==> config.mk <==
export PLATFORM = sky130hd
export DESIGN_NAME = bool_sop_engine_flat
export DESIGN_NICKNAME = d
export VERILOG_FILES = /design/src/rtl/bool_sop_engine_if.sv /design/src/rtl/bool_sop_engine.sv /design/src/flat_wrapper.sv
export SDC_FILE = /design/constraint.sdc
export NUM_CORES = 1
export LEC_CHECK = 0
export ABC_AREA = 1
export BUFFER_PORTS_ARGS = -buffer_cell sky130_fd_sc_hd__buf_2
export CAP_MARGIN = 20
export CELL_PAD_IN_SITES_DETAIL_PLACEMENT = 0
export CELL_PAD_IN_SITES_GLOBAL_PLACEMENT = 1
export CORE_AREA = 2 2 89 48
export CTS_CLUSTER_SIZE = 14
export DETAILED_ROUTE_END_ITERATION = 16
export DIE_AREA = 0 0 91 50
export PLACE_DENSITY = 0.75
export SYNTH_ARGS = -nofsm -noshare
export SYNTH_HDL_FRONTEND = slang
export SYNTH_SLANG_ARGS = --single-unit
==> constraint.sdc <==
create_clock -name clk -period 2.24 [get_ports clk]
set_clock_uncertainty 0.1 [all_clocks]
set_input_delay 0.336 -clock clk [delete_from_list [all_inputs] [get_ports clk]]
set_output_delay 0.336 -clock clk [all_outputs]
set_load 0.03 [all_outputs]
==> src/rtl/bool_sop_engine_if.sv <==
// Evaluation, configuration and sweep signals of bool_sop_engine.
// The master side drives requests; the slave side is the engine.
interface bool_sop_engine_if #(
    parameter int N_IN = 3
);
    localparam int T = 1 << N_IN;

    logic            in_valid;
    logic [N_IN-1:0] in_vec;
    logic            out_valid;
    logic            out_f;
    logic            cfg_bit_we;
    logic [N_IN-1:0] cfg_idx;
    logic            cfg_bit;
    logic            cfg_mask_we;
    logic [T-1:0]    cfg_mask;
    logic            sweep_start;
    logic            sweep_busy;
    logic            sweep_done;
    logic            min_valid;
    logic [N_IN-1:0] min_idx;
    logic [N_IN:0]   min_count;

    modport master (
        output in_valid, in_vec,
        output cfg_bit_we, cfg_idx, cfg_bit,
        output cfg_mask_we, cfg_mask,
        output sweep_start,
        input  out_valid, out_f,
        input  sweep_busy, sweep_done,
        input  min_valid, min_idx, min_count
    );

    modport slave (
        input  in_valid, in_vec,
        input  cfg_bit_we, cfg_idx, cfg_bit,
        input  cfg_mask_we, cfg_mask,
        input  sweep_start,
        output out_valid, out_f,
        output sweep_busy, sweep_done,
        output min_valid, min_idx, min_count
    );
endinterface

==> src/rtl/bool_sop_engine.sv <==
// Programmable sum-of-minterms evaluator with a truth-table mask
// and a sweep FSM that enumerates and counts the stored minterms.
module bool_sop_engine #(
    parameter int         N_IN      = 3,
    parameter logic [255:0] INIT_MASK = 256'h65
) (
    input  logic            clk,
    input  logic            rst_n,
    bool_sop_engine_if.slave bus
);
    localparam int T  = 1 << N_IN;
    localparam int CW = N_IN + 1;

    typedef enum logic [1:0] {
        IDLE,
        SCAN,
        DONE
    } state_t;

    state_t          state_q;
    state_t          state_d;
    logic [T-1:0]    mask_q;
    logic [T-1:0]    mask_d;
    logic [N_IN-1:0] scan_q;
    logic [CW-1:0]   count_q;
    logic            start_ok;
    logic            cfg_ok;
    logic            hit;
    logic            out_valid_q;
    logic            out_f_q;
    logic            min_valid_q;
    logic [N_IN-1:0] min_idx_q;

    assign hit    = mask_q[scan_q];
    // The mask is frozen from the accepting cycle until the sweep ends.
    assign cfg_ok = (state_q == IDLE) && !bus.sweep_start;

    always_comb begin
        state_d  = state_q;
        start_ok = 1'b0;
        unique case (state_q)
            IDLE: begin
                if (bus.sweep_start) begin
                    state_d  = SCAN;
                    start_ok = 1'b1;
                end
            end
            SCAN: begin
                if (&scan_q) state_d = DONE;
            end
            DONE:    state_d = IDLE;
            default: state_d = IDLE;
        endcase
    end

    // Bulk write first, then the bit write overrides its one position.
    always_comb begin
        mask_d = mask_q;
        if (cfg_ok) begin
            if (bus.cfg_mask_we) mask_d = bus.cfg_mask;
            if (bus.cfg_bit_we)  mask_d[bus.cfg_idx] = bus.cfg_bit;
        end
    end

    always_ff @(posedge clk) begin
        if (!rst_n) begin
            state_q     <= IDLE;
            mask_q      <= INIT_MASK[T-1:0];
            scan_q      <= '0;
            count_q     <= '0;
            out_valid_q <= 1'b0;
            out_f_q     <= 1'b0;
            min_valid_q <= 1'b0;
            min_idx_q   <= '0;
        end else begin
            state_q     <= state_d;
            mask_q      <= mask_d;
            out_valid_q <= bus.in_valid;
            if (bus.in_valid) out_f_q <= mask_q[bus.in_vec];
            min_valid_q <= (state_q == SCAN) && hit;
            if (start_ok) begin
                scan_q  <= '0;
                count_q <= '0;
            end else if (state_q == SCAN) begin
                scan_q    <= scan_q + N_IN'(1);
                count_q   <= count_q + CW'(hit);
                min_idx_q <= scan_q;
            end
        end
    end

    assign bus.out_valid  = out_valid_q;
    assign bus.out_f      = out_f_q;
    assign bus.sweep_busy = (state_q != IDLE);
    assign bus.sweep_done = (state_q == DONE);
    assign bus.min_valid  = min_valid_q;
    assign bus.min_idx    = min_idx_q;
    assign bus.min_count  = count_q;
endmodule

==> src/flat_wrapper.sv <==
// flat-port wrapper written by rule: the top's interface ports become plain ports
module bool_sop_engine_flat 
#(
    parameter int         N_IN      = 3,
    parameter logic [255:0] INIT_MASK = 256'h65
)
  (clk, rst_n, bus_in_valid, bus_in_vec, bus_cfg_bit_we, bus_cfg_idx, bus_cfg_bit, bus_cfg_mask_we, bus_cfg_mask, bus_sweep_start, bus_out_valid, bus_out_f, bus_sweep_busy, bus_sweep_done, bus_min_valid, bus_min_idx, bus_min_count);
  bool_sop_engine_if #(.N_IN(N_IN)) bus_i ();
  input  logic clk;
  input  logic rst_n;
  input wire logic [$bits(bus_i.in_valid)-1:0] bus_in_valid;
  input wire logic [$bits(bus_i.in_vec)-1:0] bus_in_vec;
  input wire logic [$bits(bus_i.cfg_bit_we)-1:0] bus_cfg_bit_we;
  input wire logic [$bits(bus_i.cfg_idx)-1:0] bus_cfg_idx;
  input wire logic [$bits(bus_i.cfg_bit)-1:0] bus_cfg_bit;
  input wire logic [$bits(bus_i.cfg_mask_we)-1:0] bus_cfg_mask_we;
  input wire logic [$bits(bus_i.cfg_mask)-1:0] bus_cfg_mask;
  input wire logic [$bits(bus_i.sweep_start)-1:0] bus_sweep_start;
  output wire logic [$bits(bus_i.out_valid)-1:0] bus_out_valid;
  output wire logic [$bits(bus_i.out_f)-1:0] bus_out_f;
  output wire logic [$bits(bus_i.sweep_busy)-1:0] bus_sweep_busy;
  output wire logic [$bits(bus_i.sweep_done)-1:0] bus_sweep_done;
  output wire logic [$bits(bus_i.min_valid)-1:0] bus_min_valid;
  output wire logic [$bits(bus_i.min_idx)-1:0] bus_min_idx;
  output wire logic [$bits(bus_i.min_count)-1:0] bus_min_count;
  assign bus_i.in_valid = bus_in_valid;
  assign bus_i.in_vec = bus_in_vec;
  assign bus_i.cfg_bit_we = bus_cfg_bit_we;
  assign bus_i.cfg_idx = bus_cfg_idx;
  assign bus_i.cfg_bit = bus_cfg_bit;
  assign bus_i.cfg_mask_we = bus_cfg_mask_we;
  assign bus_i.cfg_mask = bus_cfg_mask;
  assign bus_i.sweep_start = bus_sweep_start;
  assign bus_out_valid = bus_i.out_valid;
  assign bus_out_f = bus_i.out_f;
  assign bus_sweep_busy = bus_i.sweep_busy;
  assign bus_sweep_done = bus_i.sweep_done;
  assign bus_min_valid = bus_i.min_valid;
  assign bus_min_idx = bus_i.min_idx;
  assign bus_min_count = bus_i.min_count;
  bool_sop_engine #(.N_IN(N_IN), .INIT_MASK(INIT_MASK)) u_core (.clk(clk), .rst_n(rst_n), .bus(bus_i));
endmodule
==> impl_results.md, run 1 <==
* RSZ-0062 raised after global routing: no
* Die Y at 50 µm
* Core area at 3760 µm²
* Slew Limit Headroom at 79.1%
* TNS Setup at 0 ns
* Synth top area share at 36.1%
* Starting Density at 33.8%
* Root buffer cell: clkbuf_8
* PortBufs at 32
* Final setup vio count at 0
* Final Critical Period at 1.81 ns
* Warnings from Yosys at 0
* Antenna diode count at 0
* Status: finished, final reports clean
* Final #Nets at 255
* Horiz. Die Dim at 91 µm
* Die ar. at 4550 µm²
* Vias/cell at 4.51
* Insertion delay to the later sink of the worst-skew pair at 0.26 ns
* Power Density at 606 nW/µm²
* Pins Over Slew Limit at 0
* Sequential area share after synthesis at 36.1%
* HP Class: in -> reg
* Placer's final routability congestion estimate at 0.792
* Cell taking the most area after synthesis: dfxtp_1
* Fmax at 0.553 GHz
* CTS Buf Count at 3
* Layout area overhead at 20.1%
* Data arrival, critical path at 1.91 ns
* Yosys reg bits at 23
* Unique cell type count in the Yosys netlist at 21
* Mapped Nets at 220
* First-pass GRT wire length at 5.29 mm
* TritonCTS Sinks at 23
* Post-CTS sizing at 0
* Vias in the first global route at 1046
* Antenna violations before repair at 0
* Worst r2r path cells at 12
* Syn Std Cell Area at 1270 µm²
* Most frequent cells in the layout: nand2_1 (50), buf_2 (32), inv_1 (27), nand3_1 (26), dfxtp_1 (23)
* Drt first pass iters at 4
* CTS clk-pin slew, worst paths at 0.08 ns
* Mapped Cells at 195
* Largest net degree at the start of global routing at 14
* Worst setup path class: reg -> reg
* Ports at 33
* Clk buf depth at 2
* GRT Overall Usage at 15.2%
* Top area cells in the synthesized netlist: dfxtp_1 (36%), nand2_1 (15%), nand3_1 (10%), a21oi_1 (8.6%), inv_1 (8.0%)
* Crit path launch type: flip-flop
* Setup Buffers After CTS at 0
* Dpl hpwl at 2.63 mm
* Proportion of layout cells with a drive suffix above 1 at 18.8%
* Mean Syn Cell Area at 6.53 µm²
* Commonest non-fill, non-tap cell in the layout: nand2_1
* Total wire length at 3.24 mm
* Clock H-tree levels at 1
* Grt met1 use at 26.6%
* Final Hold Vio Count at 0
* Total grt overflow at 0
* Global-route met3 utilization at 4.59%
* Design area at 1530 µm²
* Worst vdd ir at 0.326 mV
* Worst EP required at 2.35 ns
* Met2 GRT Util at 15.8%
* Dpl cell area at 1490 µm²
* Routed length per placed instance at 11.4 µm
* Crit-path max FO at 7
* Worst Max-Slew Pin Slew at 0.313 ns
* DRT iter0 DRCs at 104
* Via count at 1277
* Remaining antenna violation count at 0
* Total of max-cap violations at 0
* Crit share post-route at 80.7%
* CTS tree: yes
* Worst hold path stage count at 2
* Row count at 16
* Global route hottest layer: met1
* DRC violations left at 0
* Tightest hold margin at 0.167 ns
* CP endpoint kind: flip-flop
* LEAKAGE at 0.753 nW
* Hold_buf cts at 0
-- final timing paths --
| check | startpoint | endpoint | slack [ns] |
|---|---|---|---|
| max | u_core.scan_q[0] | u_core.bus.min_count[2] | 0.43 |
| min | bus_in_valid | u_core.bus.out_f | 0.17 |
| max reg2reg | u_core.scan_q[0] | u_core.bus.min_count[2] | 0.43 |
| min reg2reg | u_core.mask_q[1] | u_core.mask_q[1] | 0.39 |
-- cell type report --
| class | count | area, µm² |
|---|---|---|
| multi-input combinational | 138 | 677 |
| fill | 438 | 2230 |
| sequential | 23 | 460 |
| clock buffer | 4 | 45.0 |
| timing repair buffer | 32 | 160 |
| tap | 54 | 67.6 |
| inverter | 32 | 120 |
-- metal layers --
layer / up-vias / share of wire (%)
met4: 0 / 0.59
met3: 2 / 7.1
met2: 40 / 30
met1: 540 / 62
met5: - / 0
li1: 695 / -
-- power by group --
| part | internal (mW) | leakage (nW) | switching [mW] | total (mW) |
|---|---|---|---|---|
| clock network | 0.127 | 0.0228 | 0.133 | 0.260 |
| logic | 0.0702 | 0.541 | 0.144 | 0.215 |
| registers | 0.435 | 0.188 | 0.0178 | 0.453 |
-- synth_stat cells, drive strengths merged --
cell type / n
a21oi: 22
buf: 2
clkinv: 1
dfxtp: 23
ha: 4
inv: 31
nand2: 51
nand3: 26
nor2: 15
o211ai: 1
o21ai: 16
o21bai: 1
o22ai: 1
xnor2: 1
-- worst max-delay path: stages, from the launching register on --
cell,delay (ns)
dfxtp_1,0.45
inv_2,0.09
a21oi_1,0.13
o21ai_0,0.09
nand3_1,0.07
nand2_1,0.06
inv_1,0.07
ha_1,0.17
ha_1,0.17
inv_1,0.04
o21ai_0,0.15
nand2_1,0.07
nor2_1,0.08
-- per-stage QoR --
stage / instances / worst slack (ns) / utilization [%] / total power, mW
4_1_cts: 283 / 0.436 / 40.7 / 0.938
2_1_floorplan: 195 / 0.645 / - / 0.609
3_3_place_gp: 279 / 0.543 / 39.5 / 0.679
5_1_grt: 283 / 0.246 / 40.7 / 0.991
3_5_place_dp: 279 / 0.440 / 39.5 / 0.677
6_report: 283 / 0.433 / 40.7 / 0.927
-- logic make-up after synthesis --
logic type,Yosys count,synth area share (%)
XOR/XNOR,1,0.688
buffers and inverters,34,10.7
adder cells (fa/ha/maj),4,3.93
AND/OR/NAND/NOR,92,31.9
AO/OA/AOI/OAI,41,16.6
flip-flops,23,36.1
-- registers in the layout (all words and copies together), names as in the netlist --
signal                cells
u_core.scan_q             3
u_core.bus.min_idx        3
u_core.bus.out_valid      1
u_core.bus.min_count      4
u_core.mask_q             8
u_core.bus.out_f          1
u_core.state_q            2
u_core.bus.min_valid      1
Power figures use the tool's default switching activity.
==> run 2, diff against run 1 <==
- clock period: 2.24 -> 1.7 ns (I/O delays scaled with it)
==> impl_results.md, run 2 (synthesized netlist as in run 1, its figures left out) <==
* Reg2Reg Setup Slack at 0.16 ns
* Total grt overflow at 0
* Insertion delay to the later sink of the worst-skew pair at 0.26 ns
* Slew Limit Headroom at 79.3%
* Final #Nets at 260
* PortBufs at 32
* Tightest hold margin at 0.0840 ns
* Reg-to-reg startpoint: u_core.scan_q[0]
* Status: finished, final reports clean
* Largest net degree at the start of global routing at 14
* Switch Pwr at 0.403 mW
* P_int at 0.855 mW
* Most frequent cells in the layout: nand2_1 (49), buf_2 (32), nand3_1 (26), inv_1 (24)
* Cell Chain, Critical Path: inv_6 -> a21oi_2 -> o21ai_1 -> nand3_1 -> nand2_2 -> inv_2 -> ha_4 -> nand3_1 -> nor2_2 -> xnor2_1 -> nor2_1
* Power Density at 776 nW/µm²
* Final Critical Period at 1.54 ns
* DRC violations left at 0
* Worst Setup Slack, final at 0.157 ns
* Worst hold path stage count at 2
* Reg2reg end: u_core.bus.min_count[3]
* Dpl cell area at 1520 µm²
* CTS clk-pin slew, worst paths at 0.09 ns
* RSZ-0062 raised after global routing: yes
* CTS Buf Count at 3
* CP max stage delay at 0.40 ns
* First-pass GRT wire length at 5.64 mm
* Clk buf depth at 2
* Final setup vio count at 0
* Layout Utilization at 43.1%
* Critical hold path startpoint: bus_in_valid
* Critical Path Slowest Stage Cell: dfxtp_4
* Data arrival, critical path at 1.60 ns
* GRT Overall Usage at 15.9%
* Max reg flops at 8
* HP Class: in -> reg
* Root buffer cell: clkbuf_8
* Clock H-tree levels at 1
* Proportion of layout cells with a drive suffix above 1 at 26.5%
* Ports at 33
* Worst setup path class: reg -> reg
* Routed length per placed instance at 11.7 µm
* Vias in the first global route at 1186
* Commonest non-fill, non-tap cell in the layout: nand2_1
* Row count at 16
* Setup WS pre-CTS at -0.0794 ns
* CTS tree: yes
* Die Y at 50 µm
* Fmax at 0.648 GHz
* Worst r2r path cells at 11
* Crit-path max FO at 6
* Final Hold Vio Count at 0
* Sw Ratio at 32.0%
* Via count at 1320
* Crit path launch type: flip-flop
* Worst Max-Slew Pin Slew at 0.309 ns
* Placed Cells incl. Taps at 283
* Die ar. at 4550 µm²
* Clock share of power at 27.2%
* Layout area overhead at 27.3%
* Antenna diode count at 0
* Pins Over Slew Limit at 0
* Most frequent CP cell: nand3_1
* Biggest register: u_core.mask_q
* Worst EP required at 1.76 ns
* Dpl hpwl at 2.67 mm
* Antenna violations before repair at 0
* Remaining antenna violation count at 0
* Total wire length at 3.36 mm
* Core area at 3760 µm²
* Total of max-cap violations at 0
* Final non-filler cell total at 288
* Crit share post-route at 90.8%
* DRT iter0 DRCs at 78
* Pwr Total at 1.26 mW
* Vias/cell at 4.58
* Design area at 1620 µm²
* Reg power frac at 47.7%
* Worst vdd ir at 0.280 mV
* Placer's final routability congestion estimate at 0.795
* Starting Density at 33.8%
* LEAKAGE at 0.777 nW
* CP endpoint kind: flip-flop
* Horiz. Die Dim at 91 µm
* TNS Setup at 0 ns
* Comb power frac at 25.0%
* TritonCTS Sinks at 23
* Drt first pass iters at 4
* Hold path endpoint: u_core.bus.out_f
## run 2: cell types whose count changed in the layout (fill, tap and decap cells not counted), sizes merged
| cell | change |
|---|---|
| buf | +5 |
## run 2: metal layers
metal	GRT usage [%]	up-vias	wire length (µm)	part of all wire, %
li1	-	710	-	-
met1	26.8	565	2020	60
met2	18.3	43	1080	32
met3	5.35	2	248	7.4
met4	2.27	0	10	0.30
met5	0	-	0	0
## run 2: area by class of cell
| class | instances | area, µm² |
|---|---|---|
| fillers | 410 | 2140 |
| clock buffers | 4 | 45.0 |
| multi-input cells | 138 | 718 |
| repair buffers | 37 | 198 |
| inverters | 32 | 125 |
| flip-flops and latches | 23 | 468 |
| well taps | 54 | 67.6 |
## run 2: repair_timing
action,CTS,global route
setup endpoints to repair,3,3
resized for setup,3,20
gates cloned,0,0
pin swaps,0,5
hold endpoints to repair,0,0
hold buffers,0,0
buffers inserted,0,1
## run 2: worst max-delay path by stage
stage	depth (start not counted)	start	slack (ns)	end
final	11	u_core.scan_q[0]	0.16	u_core.bus.min_count[3]
after global routing	12	u_core.scan_q[0]	-0.03	u_core.bus.min_count[2]
after CTS	12	u_core.scan_q[0]	0.01	u_core.bus.min_count[2]
after detailed placement	12	u_core.scan_q[0]	-0.08	u_core.bus.min_count[2]
after global placement	12	u_core.scan_q[0]	0.05	u_core.bus.min_count[2]
after floorplan	12	u_core.scan_q[0]	0.10	u_core.bus.min_count[2]
## run 2: critical path, delay by kind of cell (launching register included)
family          cells  cell delay (ns)
xor+xnor            1             0.12
flops               1             0.40
simple gates        5             0.40
buf+inv             2             0.11
compound gates      2             0.19
fa+ha+maj           1             0.13
## run 2: power by group through the flow
| stage | Combinational (mW) | Clock (mW) | Sequential [mW] |
|---|---|---|---|
| final | 0.315 | 0.343 | 0.601 |
| after global routing | 0.355 | 0.392 | 0.607 |
| after CTS | 0.296 | 0.355 | 0.596 |
| after detailed placement | 0.295 | 0 | 0.608 |
| after global placement | 0.299 | 0 | 0.608 |
| after floorplan | 0.166 | 0 | 0.636 |
==> run 3, diff against run 2 <==
- REMOVE_ABC_BUFFERS: default -> 1
==> impl_results.md, run 3 (synthesized netlist as in run 1, its figures left out) <==
* Via count at 1315
* Worst setup path class: reg -> reg
* Global-route met3 utilization at 5.20%
* Insertion delay to the later sink of the worst-skew pair at 0.26 ns
* Worst Setup Slack, final at 0.0694 ns
* GRT Overall Usage at 15.2%
* Crit-path leading delay family: adder cells
* Clock H-tree levels at 1
* Crit path launch type: flip-flop
* Core area at 3760 µm²
* CTS tree: yes
* Die ar. at 4550 µm²
* Dpl hpwl at 2.59 mm
* Root buffer cell: clkbuf_8
* Worst vdd ir at 0.293 mV
* Max reg flops at 8
* Antenna diode count at 0
* Final #Nets at 259
* First-pass GRT wire length at 5.36 mm
* Proportion of layout cells with a drive suffix above 1 at 27.0%
* Die Y at 50 µm
* Layout Utilization at 43.2%
* Pins Over Slew Limit at 0
* Crit share post-route at 95.9%
* Ports at 33
* Slew Limit Headroom at 79.5%
* CTS clk-pin slew, worst paths at 0.08 ns
* CTS Buf Count at 3
* LEAKAGE at 0.773 nW
* HP Class: in -> reg
* Final Critical Period at 1.63 ns
* Dpl cell area at 1500 µm²
* PortBufs at 32
* Routed length per placed instance at 11.2 µm
* Cell Chain, Critical Path: buf_6 -> o211ai_1 -> nand3_1 -> nand2_2 -> inv_2 -> ha_4 -> ha_4 -> nand2_2 -> a21oi_2
* Biggest register: u_core.mask_q
* Setup WS pre-CTS at -0.0970 ns
* Vias/cell at 4.58
* Buffers and inverters on the worst path at 2
* Worst EP required at 1.80 ns
* Critical Path Slowest Stage Cell: dfxtp_4
* Placer's final routability congestion estimate at 0.775
* CP max stage delay at 0.37 ns
* Horiz. Die Dim at 91 µm
* Final Hold Vio Count at 0
* Total grt overflow at 0
* Vias in the first global route at 1108
* RSZ-0062 raised after global routing: yes
* Antenna violations before repair at 0
* Power Density at 770 nW/µm²
* Commonest non-fill, non-tap cell in the layout: nand2_1
* Final setup vio count at 0
* Worst Max-Slew Pin Slew at 0.306 ns
* Status: finished, final reports clean
* Met2 GRT Util at 18.4%
* Fmax at 0.613 GHz
* Design area at 1630 µm²
* Drt first pass iters at 4
* Clk buf depth at 2
* Total of max-cap violations at 0
* CP endpoint kind: flip-flop
* Remaining antenna violation count at 0
* Largest net degree at the start of global routing at 14
* Grt met1 use at 24.5%
* Tightest hold margin at 0.0912 ns
* Starting Density at 33.8%
* Row count at 16
* DRC violations left at 0
* Total wire length at 3.22 mm
* TritonCTS Sinks at 23
* Crit-path max FO at 5
* Data arrival, critical path at 1.73 ns
* DRT iter0 DRCs at 101
* Global route hottest layer: met1
* Most frequent cells in the layout: nand2_1 (48), buf_2 (32), nand3_1 (25), inv_1 (24), dfxtp_1 (20)
* Layout area overhead at 27.6%
## run 3: worst paths after layout
check	from	to	slack (ns)	cells past startpoint
worst max-delay path	u_core.scan_q[0]	u_core.bus.min_count[1]	0.07	9
worst min-delay path	bus_in_valid	u_core.bus.out_f	0.09	2
worst max register to register	u_core.scan_q[0]	u_core.bus.min_count[1]	0.07	9
worst min register to register	u_core.mask_q[2]	u_core.mask_q[2]	0.39	2
## run 3: cell type report
class,count,area (µm²)
inverters,32,123
multi-input cells,138,729
repair buffers,36,194
clock buffers,4,45.0
well taps,54,67.6
flip-flops and latches,23,467
fillers,418,2140
## run 3: per-stage QoR
step                      instances  setup TNS (ns)  total power, mW
after global routing            287         -0.0257             1.34
after detailed placement        281          -0.137            0.896
after CTS                       285               0             1.24
after global placement          281               0            0.901
after floorplan                 193               0            0.793
final                           287               0             1.25
## run 3: per-layer routing
metal  share of wire, %  up-vias  wire (µm)
li1                   -      712          -
met1                 59      561       1900
met2                 33       40       1060
met3                7.4        2        239
met4               0.59        0         19
met5                  0        -          0
## run 3: worst register-to-register path: stages (launching register included)
cell	delay, ns
dfxtp_4	0.37
buf_6	0.12
o211ai_1	0.17
nand3_1	0.11
nand2_2	0.09
inv_2	0.05
ha_4	0.16
ha_4	0.26
nand2_2	0.05
a21oi_2	0.10
## run 3: power breakdown
| part | total (mW) | switching (mW) | internal [mW] |
|---|---|---|---|
| Sequential | 0.600 | 0.0263 | 0.574 |
| Clock | 0.338 | 0.171 | 0.167 |
| Combinational | 0.313 | 0.200 | 0.113 |
| Total | 1.25 | 0.397 | 0.854 |
## run 3: timing repair
item                       4_1_cts  5_1_grt
buffers inserted                 0        2
setup endpoints to repair        3        3
gates resized for setup          3       21
hold buffers                     0        0
pin swaps                        0       11
